## config.mk

```make
export PLATFORM = sky130hd
export DESIGN_NAME = hazard_ctrl
export DESIGN_NICKNAME = d
export VERILOG_FILES = /design/src/rtl/hazard_ctrl.sv
export SDC_FILE = /design/constraint.sdc
export NUM_CORES = 1
export LEC_CHECK = 0
export BUFFER_PORTS_ARGS = -buffer_cell sky130_fd_sc_hd__buf_2
export CORE_MARGIN = 5
export CORE_UTILIZATION = 25
export DETAILED_ROUTE_END_ITERATION = 16
export GPL_TIMING_DRIVEN = 0
export RECOVER_POWER = 100
export SLEW_MARGIN = 25
export SYNTH_ARGS = -nofsm -noshare
export SYNTH_HDL_FRONTEND = slang
export SYNTH_SLANG_ARGS = --single-unit
```

## constraint.sdc

```tcl
create_clock -name clk -period 5.9 [get_ports clk]
set_clock_uncertainty 0.2 [all_clocks]
set_input_delay 0.59 -clock clk [delete_from_list [all_inputs] [get_ports clk]]
set_output_delay 0.59 -clock clk [all_outputs]
set_load 0.03 [all_outputs]
```

## src/rtl/hazard_ctrl.sv

```systemverilog
// hazard_ctrl: stall, flush and forwarding control for the 5-stage core.
// Ports: clk, reset (async, active-low); D/E source regs rsD/rtD/rsE/rtE;
//   writereg*/RegWrite* for E/M/W; MemtoRegE/M; branchD; divE/div_done;
//   mem_req/mem_data_ok; excM. Outputs: div_start/div_cancel/mem_timeout
//   pulses, stallF..W, flushD..W, forwardaE/bE (2b), forwardaD/bD (1b).
// Build option: define HAZARD_FWD_EN to enable the bypass network;
//   without it every RAW dependency on D is resolved by stalling.
module hazard_ctrl #(
  parameter int MEM_TIMEOUT = 255
) (
  input  logic       clk,
  input  logic       reset,
  input  logic [4:0] rsD,
  input  logic [4:0] rtD,
  input  logic [4:0] rsE,
  input  logic [4:0] rtE,
  input  logic [4:0] writeregE,
  input  logic [4:0] writeregM,
  input  logic [4:0] writeregW,
  input  logic       RegWriteE,
  input  logic       RegWriteM,
  input  logic       RegWriteW,
  input  logic       MemtoRegE,
  input  logic       MemtoRegM,
  input  logic       branchD,
  input  logic       divE,
  input  logic       div_done,
  input  logic       mem_req,
  input  logic       mem_data_ok,
  input  logic       excM,
  output logic       div_start,
  output logic       div_cancel,
  output logic       mem_timeout,
  output logic       stallF,
  output logic       stallD,
  output logic       stallE,
  output logic       stallM,
  output logic       stallW,
  output logic       flushD,
  output logic       flushE,
  output logic       flushM,
  output logic       flushW,
  output logic [1:0] forwardaE,
  output logic [1:0] forwardbE,
  output logic       forwardaD,
  output logic       forwardbD
);

  localparam int CW = $clog2(MEM_TIMEOUT + 1);

  typedef enum logic [1:0] {
    RUN,
    DIV_WAIT,
    MEM_WAIT
  } state_t;

  state_t        state, stateN;
  logic          excP, excPN;
  logic [CW-1:0] cnt, cntN;

  // r0 is hardwired zero, so it never creates a dependency
  function automatic logic hit(
    input logic [4:0] a,
    input logic [4:0] b
  );
    return (a != 5'd0) && (a == b);
  endfunction

  logic loadUse, brHaz, depHaz, dataHaz;
  logic [1:0] fwdAE, fwdBE;
  logic fwdAD, fwdBD;

  assign loadUse = MemtoRegE &
    (hit(writeregE, rsD) | hit(writeregE, rtD));

  assign brHaz = branchD & (
    (RegWriteE & (hit(writeregE, rsD) | hit(writeregE, rtD))) |
    (MemtoRegM & (hit(writeregM, rsD) | hit(writeregM, rtD))));

`ifdef HAZARD_FWD_EN
  assign depHaz = 1'b0;
  // M holds the younger result, so it takes precedence over W
  assign fwdAE = (RegWriteM & hit(writeregM, rsE)) ? 2'b10 :
                 (RegWriteW & hit(writeregW, rsE)) ? 2'b01 : 2'b00;
  assign fwdBE = (RegWriteM & hit(writeregM, rtE)) ? 2'b10 :
                 (RegWriteW & hit(writeregW, rtE)) ? 2'b01 : 2'b00;
  assign fwdAD = RegWriteM & hit(writeregM, rsD);
  assign fwdBD = RegWriteM & hit(writeregM, rtD);
`else
  logic unused;
  assign unused = ^{rsE, rtE};
  assign depHaz =
    (RegWriteE & (hit(writeregE, rsD) | hit(writeregE, rtD))) |
    (RegWriteM & (hit(writeregM, rsD) | hit(writeregM, rtD))) |
    (RegWriteW & (hit(writeregW, rsD) | hit(writeregW, rtD)));
  assign fwdAE = 2'b00;
  assign fwdBE = 2'b00;
  assign fwdAD = 1'b0;
  assign fwdBD = 1'b0;
`endif

  assign dataHaz = loadUse | brHaz | depHaz;

  logic stF, stD, stE, stM;
  logic flD, flE, flM, flW;
  logic dStart, dCancel, mTo;
  logic cntHit;

  assign cntHit = (cnt == CW'(MEM_TIMEOUT));

  always_comb begin
    stateN  = state;
    excPN   = excP;
    cntN    = cnt;
    stF     = 1'b0;
    stD     = 1'b0;
    stE     = 1'b0;
    stM     = 1'b0;
    flD     = 1'b0;
    flE     = 1'b0;
    flM     = 1'b0;
    flW     = 1'b0;
    dStart  = 1'b0;
    dCancel = 1'b0;
    mTo     = 1'b0;
    case (state)
      RUN: begin
        if (mem_req & ~mem_data_ok) begin
          {stF, stD, stE, stM} = 4'hF;
          flW    = 1'b1;
          stateN = MEM_WAIT;
          cntN   = '0;
          if (excM) excPN = 1'b1;
        end else if (excM) begin
          {flD, flE, flM, flW} = 4'hF;
        end else if (divE) begin
          dStart = 1'b1;
          if (!div_done) begin
            {stF, stD, stE} = 3'b111;
            flM    = 1'b1;
            stateN = DIV_WAIT;
          end
        end else if (dataHaz) begin
          stF = 1'b1;
          stD = 1'b1;
          flE = 1'b1;
        end
      end
      DIV_WAIT: begin
        if (excM) begin
          dCancel = 1'b1;
          {flD, flE, flM, flW} = 4'hF;
          stateN  = RUN;
        end else if (div_done) begin
          stateN = RUN;
        end else begin
          {stF, stD, stE} = 3'b111;
          flM = 1'b1;
        end
      end
      MEM_WAIT: begin
        if (mem_data_ok | cntHit) begin
          stateN = RUN;
          mTo    = ~mem_data_ok;
          // exception seen during the wait is applied once M drains
          if (excP) begin
            {flD, flE, flM, flW} = 4'hF;
            excPN = 1'b0;
          end
        end else begin
          {stF, stD, stE, stM} = 4'hF;
          flW  = 1'b1;
          cntN = cnt + 1'b1;
          if (excM) excPN = 1'b1;
        end
      end
      default: stateN = RUN;
    endcase
  end

  always_ff @(posedge clk or negedge reset) begin
    if (!reset) begin
      state <= RUN;
      excP  <= 1'b0;
      cnt   <= '0;
    end else begin
      state <= stateN;
      excP  <= excPN;
      cnt   <= cntN;
    end
  end

  // everything is forced low while reset is held; flush beats stall
  assign div_start   = reset & dStart;
  assign div_cancel  = reset & dCancel;
  assign mem_timeout = reset & mTo;
  assign stallF      = reset & stF;
  assign stallD      = reset & stD & ~flD;
  assign stallE      = reset & stE & ~flE;
  assign stallM      = reset & stM & ~flM;
  assign stallW      = 1'b0;
  assign flushD      = reset & flD;
  assign flushE      = reset & flE;
  assign flushM      = reset & flM;
  assign flushW      = reset & flW;
  assign forwardaE   = reset ? fwdAE : 2'b00;
  assign forwardbE   = reset ? fwdBE : 2'b00;
  assign forwardaD   = reset & fwdAD;
  assign forwardbD   = reset & fwdBD;

endmodule

```

Word level (Yosys, flattened, before mapping). Cells that the tools add are included.

Bits in registers: 11. Input bits: 48. Output and inout bits: 18. Word-level logic and storage cells: 119.

Add/sub/neg operators: 1. Eq/ne operators: 16. Mux-type cells: 52. Bitwise gates (word level): 33. Reductions and logical operators: 14.

Operators by type and width (number): two-way mux 1 bit (33); == test 5 bit (6); AND 1 bit (20); one-hot mux 1 bit (3 select lines) (6); two-way mux 8 bit (2); one-hot mux 8 bit (2 select lines) (1); nonzero test 5 bit (3); two-way mux 2 bit (7); inequality test 3 bit, second input constant (4); bitwise OR 1 bit (9); adder 8 x 1 -> 8 bit, second input constant (1); == test 8 bit, second input constant (1); logical AND 1 bit (6); inequality test 2 bit, second input constant (3); one-hot mux 2 bit (3 select lines) (1); AND reduction 5 bit (1); NOT 1 bit (4); one-hot mux 1 bit (2 select lines) (2); AND reduction 3 bit (1); == test 2 x 1 -> 1 bit, second input constant (1); == test 2 bit, second input constant (1); zero test 2 bit (1); AND reduction 2 bit (1); nonzero test 2 bit (1).

Depth between registers and ports, before layout. Gate-level depths: netlist of run 1.

Depth after elaboration: 15. Gate-level depth with buffers: 6. Depth with buffers taken out: 6.

Least setup slack after synthesis of run 1. No wires, ideal clock.

Path type: input to output. From: input excM. To: output stallD. Arrival time: 1942 ps. Data required time: 5110 ps. Setup slack: 3168 ps. Stages on the path: 5. Buffers on the path: 1. Path through: clkbuf_1 o32a_1 o21ai_0 nand2_1 a31oi_1.

Word-level cells in the longest chain between the ends: 5. Elaborated cells on any way between the ends: 10.

RTL lines: start, declared (line 30) `input logic excM,`; two-way mux 1 bit (on tied branches) (line 134, 150); two-way mux 1 bit (line 128) `if (mem_req & ~mem_data_ok) begin`; one-hot mux 1 bit (3 select lines) (line 126) `case (state)`; AND 1 bit or NOT 1 bit (tied branches) (line 198) `assign stallD = reset & stD & ~flD;`; AND 1 bit * (line 198); end, declared (line 35) `output logic stallD,`.

Every way passes the cells marked *; elsewhere a longest branch is shown, timed or not.

Final worst setup path of run 1.
From: register cnt[0]. To: output flushW.

Word-level cells in the longest chain between the ends: 5.

RTL lines: start, declared (line 59) `logic [CW-1:0] cnt, cntN;`; start signal, assigned (line 189) `cnt <= cntN;`; == test 8 bit (line 109) `assign cntHit = (cnt == CW'(MEM_TIMEOUT));`; bitwise OR 1 bit (line 162) `if (mem_data_ok | cntHit) begin`; two-way mux 1 bit (line 162); one-hot mux 1 bit (3 select lines) (line 126); AND 1 bit (line 205) `assign flushW = reset & flW;`; end, declared (line 42) `output logic flushW,`.

Every way passes these cells.

==> results of run 1 <==
metrics by stage:
stage,instance area (sq um),worst slack (ps)
final,1590,2380
after global placement,1590,3110
after global routing,1590,2200
after floorplan,1270,3170
after detailed placement,1590,3090
after CTS,1640,2920
registers in the layout, indices dropped and copies added (netlist names):
signal and cells:
cnt 8, state 2, excP 1
cells by family (layout without fill, tap and decap cells):
logic type	after synthesis	after routing	synth area share, %
and+or+nand+nor	64	64	27.6
xor gates and xnor gates	35	35	24.5
AOI/OAI and AO/OA	29	29	16.2
buffers and inverters	16	67	7.51
DFF	11	11	22.0
adders and majority gates	1	1	1.00
other	1	7	0.300
muxes	1	1	0.801
routing by layer:
layer | wire length, microns | global-route usage (%) | up-vias
li1 | - | - | 651
met1 | 1480 | 13.6 | 576
met2 | 1690 | 18.7 | 29
met3 | 153 | 1.12 | 3
met4 | 15 | 2.53 | 0
met5 | 0 | 0 | -
power by group through the flow:
stage	Combinational (mW)	Clock (mW)	Sequential, mW
5_1_grt	0.112	0.0822	0.0864
2_1_floorplan	0.0699	0	0.0859
4_1_cts	0.106	0.0772	0.0857
6_report	0.101	0.0765	0.0854
3_5_place_dp	0.105	0	0.0869
3_3_place_gp	0.104	0	0.0868
worst paths after layout:
check / startpoint / to / depth (start not counted)
max in group asynchronous: reset / cnt[2] / 1
worst min-delay path: reset / cnt[5] / 1
worst max register to register: cnt[0] / cnt[7] / 6
min in group clk: cnt[0] / cnt[0] / 1
worst min register to register: cnt[0] / cnt[0] / 1
worst max-delay path: cnt[0] / flushW / 7
critical path, delay by kind of cell, from the launching register on:
family                   cells  cell delay [ps]
AO/OA/AOI/OAI                3             1260
adder cells (fa/ha/maj)      1              250
buffers and inverters        1              310
flip-flops                   1              400
AND/OR/NAND/NOR              2              270
cell type report:
type / instances / area share (%)
clock buffer: 4 / 2.84
inverter: 4 / 0.946
buffer: 12 / 4.50
sequential: 11 / 17.4
tap: 67 / 5.28
multi-input combinational: 137 / 55.1
timing repair buffer: 47 / 14.0
cell usage in the layout, fill, tap and decap left out, drive strengths merged, types with 2 or more instances in the layout:
master	instances
a211oi	2
a21oi	8
a31oi	3
and2	2
and3	2
buf	43
clkbuf	20
conb	7
dfrtp	11
inv	4
nand2	14
nand2b	2
nand3	8
nor2	14
nor3	7
nor3b	4
o21ai	7
o22ai	3
o32a	2
or3	2
xnor2	28
xor2	7
==> impl_summary.md, run 1 <==
Run status
The flow ran to the end, and the final reports show no timing, DRC or antenna violations.

Clocking
Clock-pin slew was measured on the worst setup and hold paths at about 50 ps. Counting every sink on the clock net gives 11. The number of setup buffers added after CTS is 0. The number of buffers added to fix hold violations after cts is 0. The CTS tree is yes. The count of H-tree levels built during CTS is 1. The largest buffer count on any clock path is 2. The clock tree root driver cell is clkbuf_8. The worst-skew pair later-pin latency is around 240 ps.

The total of cells resized after clock tree synthesis is 0. The number of clock buffers added by TritonCTS is 3.

Worst setup path
The critical path arrival is 2730 ps. The critical setup path kind is flip-flop to output port. The critical path goes through ha_1, and3_1, a311oi_1, nor2_1, o21ai_1, o311a_1, clkbuf_1.

STA classifies the critical path startpoint as a flip-flop. The required time reported for the critical path endpoint is 5110 ps. The largest incremental delay on the critical path is 930 ps. The worst register-to-register path has a setup slack of ~3400 ps.

In this run the worst path has a maximum fanout of 10. Among all stages on the critical path, the largest delay is contributed by a311oi_1. The kind of capture point of the worst setup path is an output port.

Logic synthesis
The synthesized design contains 11 register bits. In the synthesized netlist the async set-or-reset flop fraction comes to 100%. The portion of synthesized cell area occupied by the leading cell type is between 20% and 30%. Yosys mapped a number of flops with a built-in enable equal to 0. The netlist area before placement is between 1000 and 1500 sq um.

By count the netlist is led by 28 x xnor2_1, 14 x nand2_1, 14 x nor2_1, 11 x dfrtp_1. The number of different library cells used by synthesis comes to 42. For this run, the number of Yosys warnings is 0. By area the synthesized netlist is led by dfrtp_1 22%, xnor2_1 20%, xor2_1 4.9%.

The cell type with the largest total area after synthesis is dfrtp_1. The sequential share of the synthesized area is 22.0%. The number of instances in the synthesized netlist is around 160. The average cell area after synthesis is a little under 8 sq um. Yosys instantiated no cell more often than xnor2_1. The most used flip-flop cell after synthesis is dfrtp_1.

STA
On the final layout, the worst hold slack is between 150 and 200 ps. The count of final hold-check violations is 0. Setup repair after global routing left no endpoint under its margin. The summed negative setup slack over all endpoints is 0 ps.

The final period utilization is around three fifths. Counting I/O delays and the setup requirement, the final critical path takes roughly 3500 ps. The number of pins with negative max-slew slack in the final report is 0.

The highest clock rate is 284 MHz. The max-slew headroom at the worst pin is between 20% and 30%. The slew at the pin with the worst max-slew slack is 1140 ps. The setup-violating endpoint count in the final report is 0.

Die
The count of pins on the block boundary is 66. The floorplan die area is between 6000 and 7000 sq um. The width of the chip is ~81 microns. The standard-cell row count is 25. After floorplanning, the core was sized to cover 4790 sq um. The height of the chip is 80.7 microns.

The initial standard-cell utilization of the core is a little over a quarter.

Pwr
The switching power total is 0.0928 mW. The analysis attributes to cell leakage a power of approximately 0.66 nW. The fraction of power spent switching nets is around a third. The power density over the cells is between 150 and 200 nW/um^2.

Sequential cells account for between 30 and 40% of the total power. In this run, the clock network consumes slightly below 30% of the power. The peak supply drop is between 60 and 70 uV.

The internal portion of the total power is ~0.17 mW. The design draws around 0.26 mW. Combinational logic is responsible for about two fifths of the overall power.

Detailed routing
The count of nets left with antenna violations once routing finished came out at 0. The first-pass detailed-route iteration total is 4. After the first detailed-routing iteration, the DRC count stood at 65. Using the TritonRoute via totals, the vias-per-cell ratio works out to roughly 4.5. The final routed wirelength across all metal layers is about 3.3 mm. The routed wirelength normalized by instance count is ~12 microns. After detailed routing, the number of remaining DRC violations is 0. The final route contains roughly 1300 vias.

Flow run
The number of violations of the max-capacitance limit is 0.

Global routing
The overall routing resource usage is 10.5%. The total global routing overflow is 0. The largest net degree at the start of global routing is 13. The number of antenna violations at the first check in global routing was 0. The via count of the first global-routing pass is about 1200.

The first global-routing pass estimated 5.56 mm of wire.

Final layout
The number of standard cells in the layout, taps in and fillers out is between 200 and 300. The number of fillers in the final layout is around 520. In the final layout, the share of cells above drive strength 1 is 22.3%.

The total inserted antenna cells is 0. In the final layout, flip-flops and latches occupy 275 sq um. The multi-input combinational cells in the finished layout cover a total of 875 sq um. The signed area change from the synthesized netlist to the final layout is 26.9%. Cells fill between 30% and 40% of the core in the end. The net count of the finished layout is about 270.

Placed design
Routability-driven placement finished with a final weighted congestion of 0.761. The number of input and output port buffers inserted is 47. Once detailed placement completed, the half-perimeter wirelength came to 2.75 mm.

In this run, placement finished with an instance count of about 280.

Worst hold path
The tightest min-delay check is of the primary input to asynchronous set/reset pin type.
(Power assumes the default switching activity.)
==> run 2: changes to the inputs <==
--- a/config.mk
+++ b/config.mk
@@ -5,6 +5,7 @@
 export SDC_FILE = /design/constraint.sdc
 export NUM_CORES = 1
 export LEC_CHECK = 0
+export ABC_AREA = 1
 export BUFFER_PORTS_ARGS = -buffer_cell sky130_fd_sc_hd__buf_2
 export CORE_MARGIN = 5
 export CORE_UTILIZATION = 25
==> constraint.sdc (replaced) <==
create_clock -name clk -period 3.1 [get_ports clk]
set_clock_uncertainty 0.2 [all_clocks]
set_input_delay 0.31 -clock clk [delete_from_list [all_inputs] [get_ports clk]]
set_output_delay 0.31 -clock clk [all_outputs]
set_load 0.03 [all_outputs]
==> run 2 against run 1 <==
Net effect:
- clock power rose by 95%
- global-route usage grew 0.42 points
- utilization down 1.9 points
- count of clock-buffer cells in the layout is the same
- critical path type unchanged
- die area up 15%
- cell area grew 15%
- power is 130% higher
- register-to-register slack lost 2500 ps
- first-iteration DRC count is 42% lower
- hold slack worse by 3.6 ps
- combinational power rose to 2.8 times the previous value
- critical endpoint is now stallM
==> impl_summary.md, run 2 <==
Clocking
The worst-skew pair later-pin latency came to 240 ps (about the same). The clock transition time at the flip-flop clock pins of the worst setup and hold paths is 50 ps (about the same). The number of buffers inserted during clock tree synthesis is 3 (unchanged). The post-CTS setup-driven buffer insertion count is 0 (unchanged).

TritonCTS built the clock tree. The clock tree root driver cell is clkbuf_8. The count of H-tree levels built during CTS is 1 (unchanged). The total of cells resized after clock tree synthesis is 0 (unchanged). The total number of clock tree sinks is 11 (unchanged).

The largest buffer count on any clock path is 2 (unchanged).

Logic synthesis
The most used flip-flop cell after synthesis is dfrtp_1. The portion of synthesized cell area occupied by the leading cell type is 24.3% (+2.3 points). The sequential share of the synthesized area is 18.7% (-3.3 points). The number of synthesized flops with an enable pin is 0 (unchanged).

The number of instances in the synthesized netlist was 259 (+64%). By area the synthesized netlist is led by nand2_1 24%, dfrtp_1 19%, inv_1 12%. By count the netlist is led by 95 x nand2_1, 47 x inv_1, 23 x nor2_1, 13 x nand3_1, 12 x o21ai_0. The fraction of synthesis flops using an asynchronous set or reset pin is 100% (unchanged). The count of warnings emitted by yosys is 0 (unchanged).

The register bit count reported by yosys is 11 (unchanged). The average cell area after synthesis came to 5.67 sq um (-28%). The unique cell type count in the Yosys netlist is 30 (-29%). The biggest area contributor in the post-synthesis netlist is nand2_1. The netlist area before placement was 1470 sq um (+18%). The leading cell type by number of instances after synthesis is nand2_1.

Detailed routing
The number of antenna-violating nets in the routed design is 0 (unchanged). The routed wirelength normalized by instance count is 10.2 microns (-14%). The first-pass detailed-route iteration total is 4 (unchanged).

The DRC violation total after the first TritonRoute iteration is 38 (-42%). The via density per instance is 4.19 (-6.1%). The final routed wirelength across all metal layers is 4.01 mm (+20%). The count of vias placed by the detailed router came to 1648 (+31%). The DRC violation count after routing is 0 (unchanged).

Global routing
The overall routing resource usage came to 11.0% (+0.42 points). The wire length of the first global-routing pass is 6.78 mm (+22%). The largest net degree at the start of global routing came to 17 (+4). The number of antenna violations at the first check in global routing is 0 (unchanged).

The total global routing overflow is 0 (unchanged). The via count of the first global-routing pass was 1522 (+23%).

STA
The final period utilization is between 80% and 90%. The final setup slack of the worst path is 553 ps (-1830 ps). The highest clock rate is 393 MHz. The count of final hold-check violations is 0 (unchanged). Setup repair after global routing left no endpoint under its margin. The setup-violating endpoint count in the final report is 0 (unchanged).

The number of pins with negative max-slew slack in the final report came to 0 (unchanged). The summed negative setup slack over all endpoints came to 0 ps (unchanged). The shortest clock period the worst path allows after layout is between 2000 and 3000 ps.

Final layout
The share of cells above drive strength 1 is 19.8% (-2.5 points). The number of fillers in the final layout is 683 (+33%). The register containing the most flip-flops in the final layout is cnt. The number of standard cells in the layout, taps in and fillers out came to 393 (+39%). The layout net count is 368 (+39%). Leaving out fill and tap cells, the most frequent cells in the layout are 96 x nand2_1, 47 x inv_1, 38 x buf_2, 25 x nor2_1, 14 x nand3_1.

Leaving out fill and tap cells, the most frequent cell in the layout is nand2_1. The total inserted antenna cells was 0 (unchanged). The flip-flop count of the largest register, all copies and words added came to 8 (unchanged).

The signed area change from the synthesized netlist to the final layout is 23.8%. In the final layout, the registers with the most flip-flops are cnt x8, state x2, excP x1.

Pwr
The peak supply drop was 252 uV (+310%). The overall power of the completed layout came to 0.616 mW (+130%). The total leakage power is 1.10 nW (+67%). The power density over the cells is 339 nW/um^2 (+100%).

Die
The core outline area came to 5820 sq um (+22%). The standard-cell row count is 28 (+12%). The width of the chip was 86.7 microns (+7.4%).

The initial standard-cell utilization of the core came to 25.3% (-0.86 points). The count of pins on the block boundary is 66 (unchanged). The height of the chip came to 86.7 microns (+7.4%). The floorplan die area is 7510 sq um (+15%).

Worst setup path
The worst register-to-register path begins at cnt[0]. The highest-delay cell along the critical path is dfrtp_1. The largest incremental delay on the critical path came to 380 ps (-550 ps). The internal reg-to-reg setup slack is 840 ps (-2520 ps). The worst setup path is of the flip-flop to output port kind. The worst setup path is captured at an output port.

The largest driver fanout on the critical path was 9 (-1). The required time reported for the critical path endpoint came to 2590 ps (-2520 ps). Walking the worst path, the cells encountered are ha_1, nand4_4, nand3_1, nand2_1, clkinvlp_2, nor2_1, buf_2. The capturing point of the worst reg2reg path is cnt[7]. The critical path arrival came to 2040 ps (-690 ps).

STA classifies the critical path startpoint as a flip-flop. The count of cells along the worst register-to-register path was 10 (+4).

Placed design
The minimum setup slack after placement is 1040 ps (-2050 ps). The weighted congestion at the end of routability-driven global placement is 0.831 (+9.2%). The detailed-placement wirelength estimate is 3.45 mm (+25%). The number of input and output port buffers inserted is 48 (+2.1%). The number of cells after detailed placement is 388 (+40%).

Worst hold path
In this run the worst hold path is classified as primary input to flip-flop. The destination of the worst hold path is state[0]. The source of the worst hold timing path is excM.

The number of stages on the worst hold path is 2.

Flow run
The number of violations of the max-capacitance limit is 0 (unchanged).

Run status
The run finished with clean final reports.
==> run 2: area by class of cell <==
cell class / count / area (sq um) / share of cell area [%]
Buffer: 7 / 52.6 / 2.89
Sequential cell: 11 / 275 / 15.1
Timing Repair Buffer: 49 / 238 / 13.1
Tap cell: 75 / 93.8 / 5.16
Clock buffer: 4 / 45.0 / 2.48
Inverter: 52 / 196 / 10.8
Multi-Input combinational cell: 195 / 917 / 50.4
==> run 2: power breakdown <==
part / internal (mW) / switching [mW]
registers: 0.165 / 0.0186
clock network: 0.0907 / 0.0586
logic: 0.0916 / 0.191
total: 0.347 / 0.269
==> run 2: worst max path at each step <==
stage / startpoint / cells past startpoint / slack [ps] / endpoint
floorplan: state[1] / 4 / 930 / mem_timeout
global placement: rtD[1] / 12 / 1070 / stallD
detailed placement: rtD[1] / 12 / 1040 / stallD
CTS: reset / 5 / 700 / mem_timeout
global route: cnt[0] / 7 / 380 / stallM
finish: cnt[0] / 7 / 550 / stallM
==> run 2: worst max-delay path, delay by kind of cell, from the launching register on <==
kind,cells,cell delay (ps)
fa+ha+maj,1,260
buf+inv,2,520
flops,1,380
simple gates,4,630
==> run 2: repair_timing <==
| action | 4_1_cts | 5_1_grt |
|---|---|---|
| setup endpoints to repair | 0 | 0 |
| hold buffers | 1 | 0 |
| endpoints found under the hold margin | 11 | 0 |
==> run 2: cell families after synthesis <==
logic type                 count (synthesis)  share of synthesized area, %
other                                      1                         0.255
and+or+nand+nor                          156                          49.1
xor gates and xnor gates                   9                          5.37
adders and majority gates                  1                         0.852
buffers and inverters                     59                          17.4
DFF                                       11                          18.7
AOI/OAI and AO/OA                         22                          8.35
==> run 2: per-layer routing <==
layer  share of wire (%)  vias to the layer above  GRT usage (%)
met5                   0                        -              0
met4                0.42                        0          0.850
met3                 4.9                        2           2.19
met2                  45                       39           17.8
met1                  50                      714           15.6
li1                    -                      893              -
==> run 2: through the flow <==
stage	hold slack (ps)	cell area (sq um)	util (%)
floorplan	-186	1490	-
detailed placement	30.7	1830	31.4
CTS	149	1880	32.3
global route	167	1820	31.3
finish	158	1820	31.3
global placement	34.0	1830	31.4
==> run 3: changes to the inputs <==
==> constraint.sdc (replaced) <==
create_clock -name clk -period 2.6 [get_ports clk]
set_clock_uncertainty 0.2 [all_clocks]
set_input_delay 0.26 -clock clk [delete_from_list [all_inputs] [get_ports clk]]
set_output_delay 0.26 -clock clk [all_outputs]
set_load 0.03 [all_outputs]
==> run 3 against run 2 <==
Net effect:
- global-route usage unchanged
- combinational power increased by 25%
- utilization increased by 0.80 points
==> impl_summary.md, run 3 (synthesis gave the netlist of run 2 again) <==
Clocking
The number of buffers inserted during clock tree synthesis is 3 (unchanged). The total of cells resized after clock tree synthesis is 0 (unchanged). The tree is rooted in a clkbuf_8.

The count of H-tree levels built during CTS came to 1 (unchanged). The worst-skew pair later-pin latency is 240 ps (about the same). TritonCTS built the clock tree.

The clock transition time at the flip-flop clock pins of the worst setup and hold paths is 50 ps (about the same). The largest buffer count on any clock path was 2 (unchanged). The total number of clock tree sinks was 11 (unchanged).

Detailed routing
The DRC violation count after routing was 0 (unchanged). The first-pass detailed-route iteration total is 4 (unchanged). The final routed wirelength across all metal layers is 4.00 mm (-0.15%). The DRC violation total after the first TritonRoute iteration was 43 (+13%). The number of antenna-violating nets in the routed design is 0 (unchanged). The count of vias placed by the detailed router is 1663 (+0.91%). The via density per instance came to 4.23 (+0.91%).

The routed wirelength normalized by instance count came to 10.2 microns (-0.15%).

Final layout
The layout net count came to 368 (unchanged). Leaving out fill and tap cells, the most frequent cells in the layout are 95 x nand2_1, 48 x inv_1, 37 x buf_2, 25 x nor2_1, 13 x nand3_1. The register containing the most flip-flops in the final layout is cnt. The total inserted antenna cells is 0 (unchanged).

The area of all placed cells without fillers is 1860 sq um (+2.5%). The largest registers in the layout are cnt x8, state x2, excP x1. The flip-flop count of the largest register, all copies and words added came to 8 (unchanged). Leaving out fill and tap cells, the most frequent cell in the layout is nand2_1.

The share of cells above drive strength 1 is 21.4% (+1.6 points). From synthesis to final layout, the design area changed by 26.9%.

Pwr
The overall power of the completed layout is 0.748 mW (+22%). The peak supply drop came to 301 uV (+19%). The internal cell power was 0.421 mW (+21%). The switching power total was 0.327 mW (+22%).

The relative contribution of combinational cells to total power is 47.1% (+1.1 points). The total leakage power is 1.12 nW (+1.9%). The power density over the cells is 401 nW/um^2 (+19%).

The sequential cell fraction of total power is 29.1% (-0.7 points). The part of the total power dissipated in the clock network came to 23.8% (-0.5 points). The fraction of power spent switching nets came to 43.7% (+0.063 points).

Global routing
The met1 track demand over resource is 15.6% (unchanged). The met2 usage in global routing was 17.8% (unchanged). The via count of the first global-routing pass is 1522 (unchanged). The total global routing overflow is 0 (unchanged). met2 is the most crowded layer. The number of antenna violations at the first check in global routing is 0 (unchanged). The global-route met3 utilization is 2.19% (unchanged). The largest net degree at the start of global routing came to 17 (unchanged). The overall routing resource usage came to 11.0% (unchanged). The wire length of the first global-routing pass is 6.78 mm (unchanged).

Worst setup path
The critical path arrival is 1940 ps (-100 ps). The setup path with the least slack is of type flip-flop to output port. Among all stages on the critical path, the largest delay is contributed by dfrtp_1. The most numerous cell type found on the critical path is nor2_1. STA classifies the critical path startpoint as a flip-flop.

The gate family responsible for the most delay along the worst path is buffers and inverters. STA classifies the critical path endpoint as an output port. The required time reported for the critical path endpoint came to 2140 ps (-450 ps). The largest incremental delay on the critical path is 410 ps (+30 ps).

The combined buffer and inverter count along the critical path is 4 (+2). The largest driver fanout on the critical path is 9 (unchanged). The critical path goes through nor2_1, clkinv_1, nor2_4, inv_1, nand2_8, inv_8, nor2_1, clkbuf_1.

Placed design
The weighted congestion at the end of routability-driven global placement is 0.831 (unchanged). The minimum setup slack after placement is 632 ps (-404 ps). The total placed instance area is 1830 sq um (unchanged). The detailed-placement wirelength estimate is 3.45 mm (unchanged). The number of input and output port buffers inserted is 48 (unchanged).

Die
The width of the chip was 86.7 microns (unchanged). The core outline area is 5820 sq um (unchanged). The initial standard-cell utilization of the core came to 25.3% (unchanged). The height of the chip was 86.7 microns (unchanged).

The standard-cell row count is 28 (unchanged). The count of pins on the block boundary is 66 (unchanged). The floorplan die area is 7510 sq um (unchanged).

STA
The final period utilization is between 90% and 100%. Setup repair after global routing left no endpoint under its margin. The summed negative setup slack over all endpoints is 0 ps (unchanged). The highest clock rate is around 420 MHz. The routed design could run at a clock period as short as 2400 ps. The number of pins with negative max-slew slack in the final report is 0 (unchanged). The count of final hold-check violations is 0 (unchanged). The final setup slack of the worst path is 199 ps (-354 ps).

The post-route worst hold slack is 112 ps (-46.4 ps). The setup-violating endpoint count in the final report is 0 (unchanged).

Flow run
The number of violations of the max-capacitance limit is 0 (unchanged).

Worst hold path
The worst hold path belongs to the class primary input to flip-flop.

Run status
The run finished with clean final reports.
run 3: power by group through the flow:
stage	clock, mW	sequential, mW	combinational (mW)
floorplan	0	0.217	0.247
global placement	0	0.221	0.351
detailed placement	0	0.221	0.357
CTS	0.183	0.218	0.359
global route	0.195	0.220	0.400
finish	0.178	0.218	0.353
run 3: layer usage:
metal	part of all wire [%]	vias up
li1	-	895
met1	49	719
met2	45	47
met3	5.0	2
met4	0.42	0
met5	0	-
run 3: worst paths after layout:
check	slack, ps	from	depth (start not counted)	endpoint
worst max-delay path	200	state[1]	8	stallM
worst min-delay path	110	excM	2	state[0]
worst max register to register	560	state[1]	11	cnt[7]
worst min register to register	310	cnt[3]	1	cnt[3]
max in group asynchronous	1700	reset	2	state[0]
min in group asynchronous	250	reset	2	cnt[4]
run 3: final cells by class:
type	instances	area (sq um)
Fill cell	678	3950
Multi-Input combinational cell	195	951
Clock buffer	4	45.0
Inverter	52	203
Sequential cell	11	275
Buffer	7	52.6
Tap cell	75	93.8
Timing Repair Buffer	49	244
run 3: what timing repair did:
action / in CTS / in global routing
endpoints found under the hold margin: 11 / 0
buffers inserted: 0 / 0
hold buffers: 1 / 0
run 3: per-stage QoR:
stage / cells / util [%]
4_1_cts: 393 / 32.3
6_report: 393 / 32.1
5_1_grt: 393 / 32.1
2_1_floorplan: 265 / -
3_5_place_dp: 388 / 31.4
3_3_place_gp: 388 / 31.4
